<file path="config.mk">
export PLATFORM = sky130hd
export DESIGN_NAME = uart_tx_ctrl
export DESIGN_NICKNAME = d
export VERILOG_FILES = /design/src/rtl/uart_tx_ctrl.sv
export SDC_FILE = /design/constraint.sdc
export NUM_CORES = 1
export LEC_CHECK = 0
export CAP_MARGIN = 20
export CORE_AREA = 2 2 60 62
export DETAILED_ROUTE_END_ITERATION = 7
export DIE_AREA = 0 0 62 64
export PLACE_DENSITY = 0.56
export REMOVE_ABC_BUFFERS = 1
export SLEW_MARGIN = 5
export SYNTH_ARGS = -nofsm -noshare
export SYNTH_HDL_FRONTEND = slang
export SYNTH_SLANG_ARGS = --single-unit
</file>
<file path="constraint.sdc">
create_clock -name clk -period 1.7 [get_ports clk]
set_input_delay 0.255 -clock clk [delete_from_list [all_inputs] [get_ports clk]]
set_output_delay 0.255 -clock clk [all_outputs]
set_load 0.02 [all_outputs]
</file>
<file path="src/rtl/uart_tx_ctrl.sv">
// -----------------------------------------------------------------------------
// uart_tx_ctrl
//   UART transmit controller. It takes a parallel payload and sends it as a
//   serial frame: a start bit, DATA_WIDTH data bits (LSB first), an optional
//   parity bit and a stop bit. Each bit lasts one clock cycle. The parity value
//   comes from an external parity calculator, which this block loads with the
//   latched payload during the START cycle.
//
// Ports
//   clk            in   system clock, rising edge
//   rst            in   asynchronous reset, active low
//   p_data         in   parallel payload
//   data_valid     in   payload request; accepted in IDLE or on STOP exit
//   par_en         in   1 = insert a parity bit
//   par_typ        in   parity type, 0 = even, 1 = odd
//   par_bit        in   parity result from the parity calculator
//   par_data       out  latched payload for the parity calculator
//   par_data_valid out  one-cycle load strobe for the parity calculator
//   par_enable     out  latched par_en
//   par_type       out  latched par_typ
//   tx_out         out  serial line, idle high
//   busy           out  high while a frame is in progress
//
// Handshake: there is no ready signal. A payload is taken on any rising edge
// where data_valid is 1 and the FSM is in IDLE or leaving STOP. In every other
// state data_valid is ignored and is not queued; a requester watches busy.
// -----------------------------------------------------------------------------
module uart_tx_ctrl #(
    parameter int DATA_WIDTH = 8
) (
    input  logic                  clk,
    input  logic                  rst,
    input  logic [DATA_WIDTH-1:0] p_data,
    input  logic                  data_valid,
    input  logic                  par_en,
    input  logic                  par_typ,
    input  logic                  par_bit,
    output logic [DATA_WIDTH-1:0] par_data,
    output logic                  par_data_valid,
    output logic                  par_enable,
    output logic                  par_type,
    output logic                  tx_out,
    output logic                  busy
);

    localparam int CNT_W = (DATA_WIDTH > 1) ? $clog2(DATA_WIDTH) : 1;
    localparam logic [CNT_W-1:0] LAST_BIT = CNT_W'(DATA_WIDTH - 1);

    typedef enum logic [2:0] {
        IDLE   = 3'd0,
        START  = 3'd1,
        DATA   = 3'd2,
        PARITY = 3'd3,
        STOP   = 3'd4
    } state_t;

    state_t                state;
    state_t                state_nxt;
    logic [CNT_W-1:0]      bit_cnt;
    logic [DATA_WIDTH-1:0] shift_reg;
    logic                  accept;
    logic                  last_bit;

    assign last_bit = (bit_cnt == LAST_BIT);

    // State register
    always_ff @(posedge clk or negedge rst) begin
        if (!rst) begin
            state <= IDLE;
        end else begin
            state <= state_nxt;
        end
    end

    // Next-state logic and payload acceptance
    always_comb begin
        state_nxt = state;
        accept    = 1'b0;
        case (state)
            IDLE: begin
                if (data_valid) begin
                    accept    = 1'b1;
                    state_nxt = START;
                end
            end
            START: begin
                state_nxt = DATA;
            end
            DATA: begin
                if (last_bit) begin
                    state_nxt = par_enable ? PARITY : STOP;
                end
            end
            PARITY: begin
                state_nxt = STOP;
            end
            STOP: begin
                // Back-to-back frames: a pending request skips IDLE entirely.
                if (data_valid) begin
                    accept    = 1'b1;
                    state_nxt = START;
                end else begin
                    state_nxt = IDLE;
                end
            end
            default: begin
                state_nxt = IDLE;
            end
        endcase
    end

    // Output decode depends only on the current state (plus the selected
    // data/parity source), so reset drives the line high immediately.
    always_comb begin
        tx_out = 1'b1;
        busy   = 1'b1;
        case (state)
            IDLE: begin
                tx_out = 1'b1;
                busy   = 1'b0;
            end
            START:   tx_out = 1'b0;
            DATA:    tx_out = shift_reg[0];
            PARITY:  tx_out = par_bit;
            STOP:    tx_out = 1'b1;
            default: begin
                tx_out = 1'b1;
                busy   = 1'b0;
            end
        endcase
    end

    // Payload and frame-option latches; shift register for serialisation
    always_ff @(posedge clk or negedge rst) begin
        if (!rst) begin
            shift_reg  <= '0;
            par_data   <= '0;
            par_enable <= 1'b0;
            par_type   <= 1'b0;
        end else if (accept) begin
            shift_reg  <= p_data;
            par_data   <= p_data;
            par_enable <= par_en;
            par_type   <= par_typ;
        end else if (state == DATA) begin
            shift_reg  <= shift_reg >> 1;
        end
    end

    // Bit counter: counts DATA cycles, cleared when DATA is left
    always_ff @(posedge clk or negedge rst) begin
        if (!rst) begin
            bit_cnt <= '0;
        end else if (state == DATA && !last_bit) begin
            bit_cnt <= bit_cnt + 1'b1;
        end else begin
            bit_cnt <= '0;
        end
    end

    // Registered on the accepting edge so the strobe covers exactly the START
    // cycle; the parity calculator then has its result ready before PARITY.
    always_ff @(posedge clk or negedge rst) begin
        if (!rst) begin
            par_data_valid <= 1'b0;
        end else begin
            par_data_valid <= accept;
        end
    end

endmodule

</file>
==> results of run 1 <==
==> power groups by stage <==
stage | Sequential (µW) | Combinational, µW | Clock, µW
after floorplan | 1170 | 604 | 0
after global placement | 1020 | 1310 | 0
after detailed placement | 1040 | 1330 | 0
after CTS | 1020 | 1310 | 279
after global routing | 1060 | 1440 | 303
final | 1020 | 1310 | 260
==> cell families after synthesis <==
logic type / share of synthesized area
buf+inv: 0.0695
flops: 0.552
simple gates: 0.237
xor+xnor: 0.00773
fa+ha+maj: 0.0221
compound gates: 0.111
==> Yosys cell counts, types with 2 or more instances <==
cell      number  area, µm²
dfrtp_1       25        626
nand2b_1       2       12.5
nor2_1         9       33.8
buf_2          2       10.0
a21oi_1        9       45.0
nand2_1       39        146
a21oi_2        7       61.3
ha_1           2       25.0
buf_6          2       22.5
or3b_1         2       17.5
inv_1          2       7.51
and3_1         2       12.5
==> path summary, 6_finish.rpt <==
path / end / slack, ns / cells after the start
max: busy / 0.08 / 3
min: par_data[0] / 0.28 / 2
max reg2reg: shift_reg[0] / 0.16 / 6
min reg2reg: bit_cnt[0] / 0.46 / 1
max in group asynchronous: shift_reg[4] / 1.17 / 2
min in group clk: par_enable / 0.46 / 3
==> worst max-delay path, cell delays in order, from the launching register on <==
cell and delay (ns):
dfrtp_1 0.45, nor2_1 0.14, xnor2_1 0.12, dlygate4sd2_1 0.34
==> cell usage in the layout, fill, tap and decap left out <==
cell             instances
nand2_1                 39
dfrtp_1                 25
clkdlybuf4s50_1         23
nor2_1                   9
a21oi_1                  9
a21oi_2                  7
buf_4                    6
clkbuf_4                 3
or3b_1                   2
inv_1                    2
and3_1                   2
nand2b_1                 2
ha_1                     2
a22oi_1                  1
or2_2                    1
inv_8                    1
nor3b_2                  1
nor3_1                   1
xnor2_1                  1
nand3_1                  1
o211ai_1                 1
nand4b_1                 1
o21ai_0                  1
and3b_1                  1
clkbuf_1                 1
dlygate4sd2_1            1
dlymetal6s2s_1           1
buf_6                    1
buf_12                   1
==> layer usage <==
metal | up-vias | track usage | wire length, µm | share of wire
li1 | 443 | - | - | -
met1 | 400 | 0.181 | 1080 | 0.50
met2 | 17 | 0.182 | 979 | 0.45
met3 | 2 | 0.0202 | 95 | 0.044
met4 | 0 | 0.0638 | 27 | 0.012
met5 | - | 0 | 0 | 0
==> cell type report <==
type	instances	area, µm²	share of cell area
Inverter	3	18.8	0.0126
Multi-Input combinational cell	82	429	0.289
Timing Repair Buffer	33	328	0.221
Sequential cell	25	626	0.421
Tap cell	46	57.6	0.0388
Clock buffer	4	26.3	0.0177
==> stage by stage <==
| stage | cells | instance area (µm²) |
|---|---|---|
| after detailed placement | 189 | 1460 |
| after floorplan | 110 | 1070 |
| final | 193 | 1490 |
| after global placement | 189 | 1460 |
| after global routing | 193 | 1490 |
| after CTS | 193 | 1480 |
==> timing repair <==
item	in CTS	in global routing
setup buffers	0	0
setup endpoints to repair	2	2
resized for setup	5	3
pin swaps	0	1
==> reports/metrics.csv, run 1 <==
stage,metric,value,unit
drt,DRC,0,
timing,Tcrit/Tclk final,0.953,
timing,final worst setup slack,0.0802,ns
synth,Yosys warning total,0,
finish,share of cells above drive strength 1,0.143,
clock_network,H-tree depth,1,
clock_network,worst-skew pair later-pin latency,0.31,ns
clock_network,CTS Hold Bufs,0,
finish,post-layout net count,164,
power,Flop pwr share,0.394,
worst_setup_path,reg2reg start,state[0],
floorplan,die area,3970,µm²
timing,Max Clk Rate,0.617,GHz
worst_setup_path,Worst Path Required,1.44,ns
power,power share of the clock group,0.101,
synth,syn avg cell area,9.77,µm²
timing,clk_skew,0.0112,ns
timing,Final setup viols,0,
global_route,pin count of the biggest net entering global routing,26,
timing,worst hold slack,0.281,ns
floorplan,Ports,27,
worst_setup_path,top fanout value on the critical path,5,
synth,Main synth FF type,dfrtp_1,
floorplan,die width,62,µm
placement,port bufs,26,
global_route,gr ovfl total,0,
drt,vias per std cell,4.47,
placement,routability cong.,0.683,
timing,"Min Clock Period, post-route",1.62,ns
drt,DR vias,862,
timing,Setup TNS,0,ns
synth,number of synthesized flops with an enable pin,0,
power,pwr/cell area,1740,nW/µm²
finish,Antenna diodes,0,
timing,Final Max Tran Viols,0,
global_route,total global-route track usage,0.127,
drt,initial DRC count,31,
floorplan,core area,3280,µm²
drt,detailed-router iteration count before antenna repair,2,
power,net switching power,1010,µW
synth,asr flop ratio synth,1.00,
floorplan,std cell rows,21,
clock_network,clock transition at the registers of the reported paths,0.14,ns
synth,mapped cell area,1130,µm²
clock_network,total CTS buffers,3,
worst_setup_path,critical path launch point,state[1],
power,Power Total,2580,µW
worst_setup_path,Crit. End Element,output pin,
global_route,first-pass GRT wire length,3.77,mm
finish,Post-Route Utilization,0.452,
drt,post-DR wirelength/cell,11.3,µm
timing,unrepaired setup endpoints after global routing,false,
global_route,initial antenna violation count,0,
synth,"Seq/Total Area, Yosys",0.552,
synth,post-synth cell types,25,
power,Leak,0.000717,µW
timing,Least-Margin Pin Slew,0.351,ns
timing,"Hold Vio Cnt, Final",0,
run_status,status,completed,
global_route,number of global-route vias before repair,818,
floorplan,Initial Utilization,0.345,
hold_path,Hold/Removal Path Class,primary input to async pin,
drt,Routed WL,2.18,mm
clock_network,CTS sink cnt,25,
clock_network,Root Buffer,clkbuf_4,
worst_setup_path,startpoint types,register,
power,Int Pwr,1570,µW
worst_setup_path,Worst EP arrival,1.36,ns
finish,Synth-to-Final Area Change,31.0,%
placement,Final HPWL DP,1.55,mm
clock_network,CTS tree,yes,
synth,Synth Register Bits,25,
drt,number of routed nets with antenna violations,0,
timing,Max transition margin,0.766,
clock_network,clock buffer depth,2,
floorplan,Die Y,64,µm
power,"IR drop worst, VDD",0.582,mV
power,switching power as a share of total power,0.392,
power,Combinational Power Share,0.505,
placement,Setup WS pre-CTS,-0.215,ns
flow_run,max-cap violations,0,
synth,Cells after Synth,116,
finish,Filler Cell Count,323,
worst_setup_path,WS Path Type,register to output pin,
Note: power is estimated with default switching activity, not from simulation.
==> inputs of run 2 (changes only) <==
--- a/config.mk
+++ b/config.mk
@@ -6,10 +6,10 @@
 export NUM_CORES = 1
 export LEC_CHECK = 0
 export CAP_MARGIN = 20
-export CORE_AREA = 2 2 60 62
+export CORE_AREA = 2 2 65 67
 export DETAILED_ROUTE_END_ITERATION = 7
-export DIE_AREA = 0 0 62 64
-export PLACE_DENSITY = 0.56
+export DIE_AREA = 0 0 67 69
+export PLACE_DENSITY = 0.48
 export REMOVE_ABC_BUFFERS = 1
 export SLEW_MARGIN = 5
 export SYNTH_ARGS = -nofsm -noshare
==> run 2 against run 1 <==
Net effect: final cell count up 1.6%; clock power up 37%; clock-buffer cell count unchanged; via count up 1.9%; largest cell class unchanged.
==> reports/metrics.csv, run 2 (same netlist as run 1, synthesis figures left out) <==
stage,metric,value,unit,change
clock_network,Root Buffer,clkbuf_8,,
timing,Max transition margin,0.779,,+0.0130
worst_setup_path,top fanout value on the critical path,5,,unchanged
global_route,gr ovfl total,0,,unchanged
finish,"most common cell after layout, fill and taps aside",nand2_1,,
clock_network,H-tree depth,1,,unchanged
hold_path,Hold/Removal Path Class,primary input to async pin,,
drt,DR vias,878,,+1.9%
clock_network,worst-skew pair later-pin latency,0.27,ns,-0.04 ns
clock_network,clock buffer depth,2,,unchanged
floorplan,std cell rows,23,,+9.5%
worst_setup_path,Crit path buffers/inverters,1,,unchanged
floorplan,core area,3910,µm²,+19%
worst_setup_path,Worst Path Required,1.44,ns,about the same
finish,Synth-to-Final Area Change,31.7,%,
placement,Setup WS pre-CTS,-0.191,ns,+0.0246 ns
placement,DP Area,1450,µm²,-0.17%
placement,Inst Count DP,192,,+1.6%
drt,vias per std cell,4.48,,+0.30%
finish,share of cells above drive strength 1,0.137,,-0.00587
timing,"Hold Vio Cnt, Final",0,,unchanged
worst_setup_path,"slowest stage cell, crit path",clkdlybuf4s50_1,,
finish,post-layout net count,163,,-0.61%
timing,unrepaired setup endpoints after global routing,false,,
timing,"Min Clock Period, post-route",1.58,ns,-0.0362 ns
floorplan,Ports,27,,unchanged
worst_setup_path,"critical path, cell by cell",clkdlybuf4s50_1,,
global_route,first-pass GRT wire length,4.25,mm,+13%
timing,Tcrit/Tclk final,0.932,,-0.0213
worst_setup_path,reg2reg end,shift_reg[1],,
clock_network,CTS sink cnt,25,,unchanged
clock_network,Post-CTS Setup Bufs,0,,unchanged
floorplan,die width,67,µm,+8.1%
clock_network,clock transition at the registers of the reported paths,0.09,ns,-0.05 ns
drt,DRC,0,,unchanged
power,Leak,0.000707,µW,-1.3%
timing,Least-Margin Pin Slew,0.332,ns,-0.0196 ns
timing,Max Clk Rate,0.631,GHz,+2.3%
power,"IR drop worst, VDD",0.535,mV,-8.0%
global_route,pin count of the biggest net entering global routing,26,,unchanged
worst_setup_path,CP max stage delay,0.64,ns,+0.19 ns
floorplan,die area,4620,µm²,+17%
finish,most frequent cells in the layout,"nand2_1 (39), dfrtp_1 (25), clkdlybuf4s50_1 (24)",,
placement,routability cong.,0.779,,+14%
finish,Final Instance Area,1490,µm²,+0.51%
global_route,total global-route track usage,0.115,,-0.0117
clock_network,CTS tree,yes,,
drt,post-DR wirelength/cell,12.0,µm,+6.0%
worst_setup_path,CP top delay family,buffers and inverters,,
worst_setup_path,WS Path Type,register to output pin,,
timing,Final Max Tran Viols,0,,unchanged
floorplan,Die Y,69,µm,+7.8%
finish,Antenna diodes,0,,unchanged
floorplan,Initial Utilization,0.290,,-0.0555
timing,clk_skew,0.00363,ns,-0.00758 ns
drt,number of routed nets with antenna violations,0,,unchanged
drt,detailed-router iteration count before antenna repair,4,,+2
worst_setup_path,Worst EP arrival,1.33,ns,-0.03 ns
worst_setup_path,CP Capture Point,par_enable,,
finish,Multi-input gate area,429,µm²,unchanged
worst_setup_path,worst reg-to-reg path cell count,5,,-1
finish,Finished Layout Cells,196,,+1.6%
clock_network,CTS Hold Bufs,0,,unchanged
global_route,number of global-route vias before repair,921,,+13%
worst_setup_path,R2R Setup Slk,0.13,ns,-0.03 ns
worst_setup_path,Crit. End Element,output pin,,
timing,final worst setup slack,0.116,ns,+0.0362 ns
run_status,status,completed,,
worst_setup_path,critical path launch point,par_enable,,
drt,Routed WL,2.35,mm,+7.6%
clock_network,cts repair resizes,4,,-1
finish,Filler Cell Count,419,,+30%
placement,Final HPWL DP,1.60,mm,+2.9%
timing,Final setup viols,0,,unchanged
clock_network,total CTS buffers,3,,unchanged
finish,register area,626,µm²,unchanged
drt,initial DRC count,20,,-35%
flow_run,max-cap violations,0,,unchanged
power,pwr/cell area,1780,nW/µm²,+2.5%
worst_setup_path,reg2reg start,state[0],,
worst_setup_path,startpoint types,register,,
worst_setup_path,Critical Path Stages,1,,-2
placement,port bufs,26,,unchanged
global_route,initial antenna violation count,0,,unchanged
-- run 2: final cells by class --
type | instances | share of cell area
Clock buffer | 4 | 0.0302
Inverter | 3 | 0.0126
Multi-Input combinational cell | 82 | 0.288
Sequential cell | 25 | 0.419
Tap cell | 50 | 0.0419
Timing Repair Buffer | 32 | 0.209
-- run 2: worst min-delay path by stage --
stage / startpoint / endpoint / slack (ns) / cells after the start
final: rst / state[2] / 0.35 / 2
after global routing: rst / state[1] / 0.38 / 2
after CTS: rst / state[1] / 0.36 / 2
after detailed placement: bit_cnt[0] / bit_cnt[0] / 0.45 / 1
after global placement: bit_cnt[0] / bit_cnt[0] / 0.43 / 1
after floorplan: rst / bit_cnt[0] / -0.04 / 0
-- run 2: metal layers --
| metal | up-vias | global-route usage | share of wire |
|---|---|---|---|
| met3 | 5 | 0.0310 | 0.050 |
| met1 | 418 | 0.156 | 0.46 |
| met4 | 0 | 0.0385 | 0.014 |
| met2 | 19 | 0.176 | 0.48 |
| met5 | - | 0 | 0 |
| li1 | 436 | - | - |
-- run 2: power by group --
group          switching [µW]  internal (µW)
Sequential                163            859
Combinational             686            599
Clock                     187            168
Total                    1040           1630
-- run 2: through the flow --
step | utilization | hold WS [ns] | TNS [ns] | total power, µW
after CTS | 0.383 | 0.360 | 0 | 2720
after global placement | 0.371 | 0.430 | -0.389 | 2340
after global routing | 0.381 | 0.377 | 0 | 2890
after detailed placement | 0.371 | 0.450 | -0.391 | 2370
after floorplan | - | -0.0406 | 0 | 1770
final | 0.381 | 0.346 | 0 | 2660
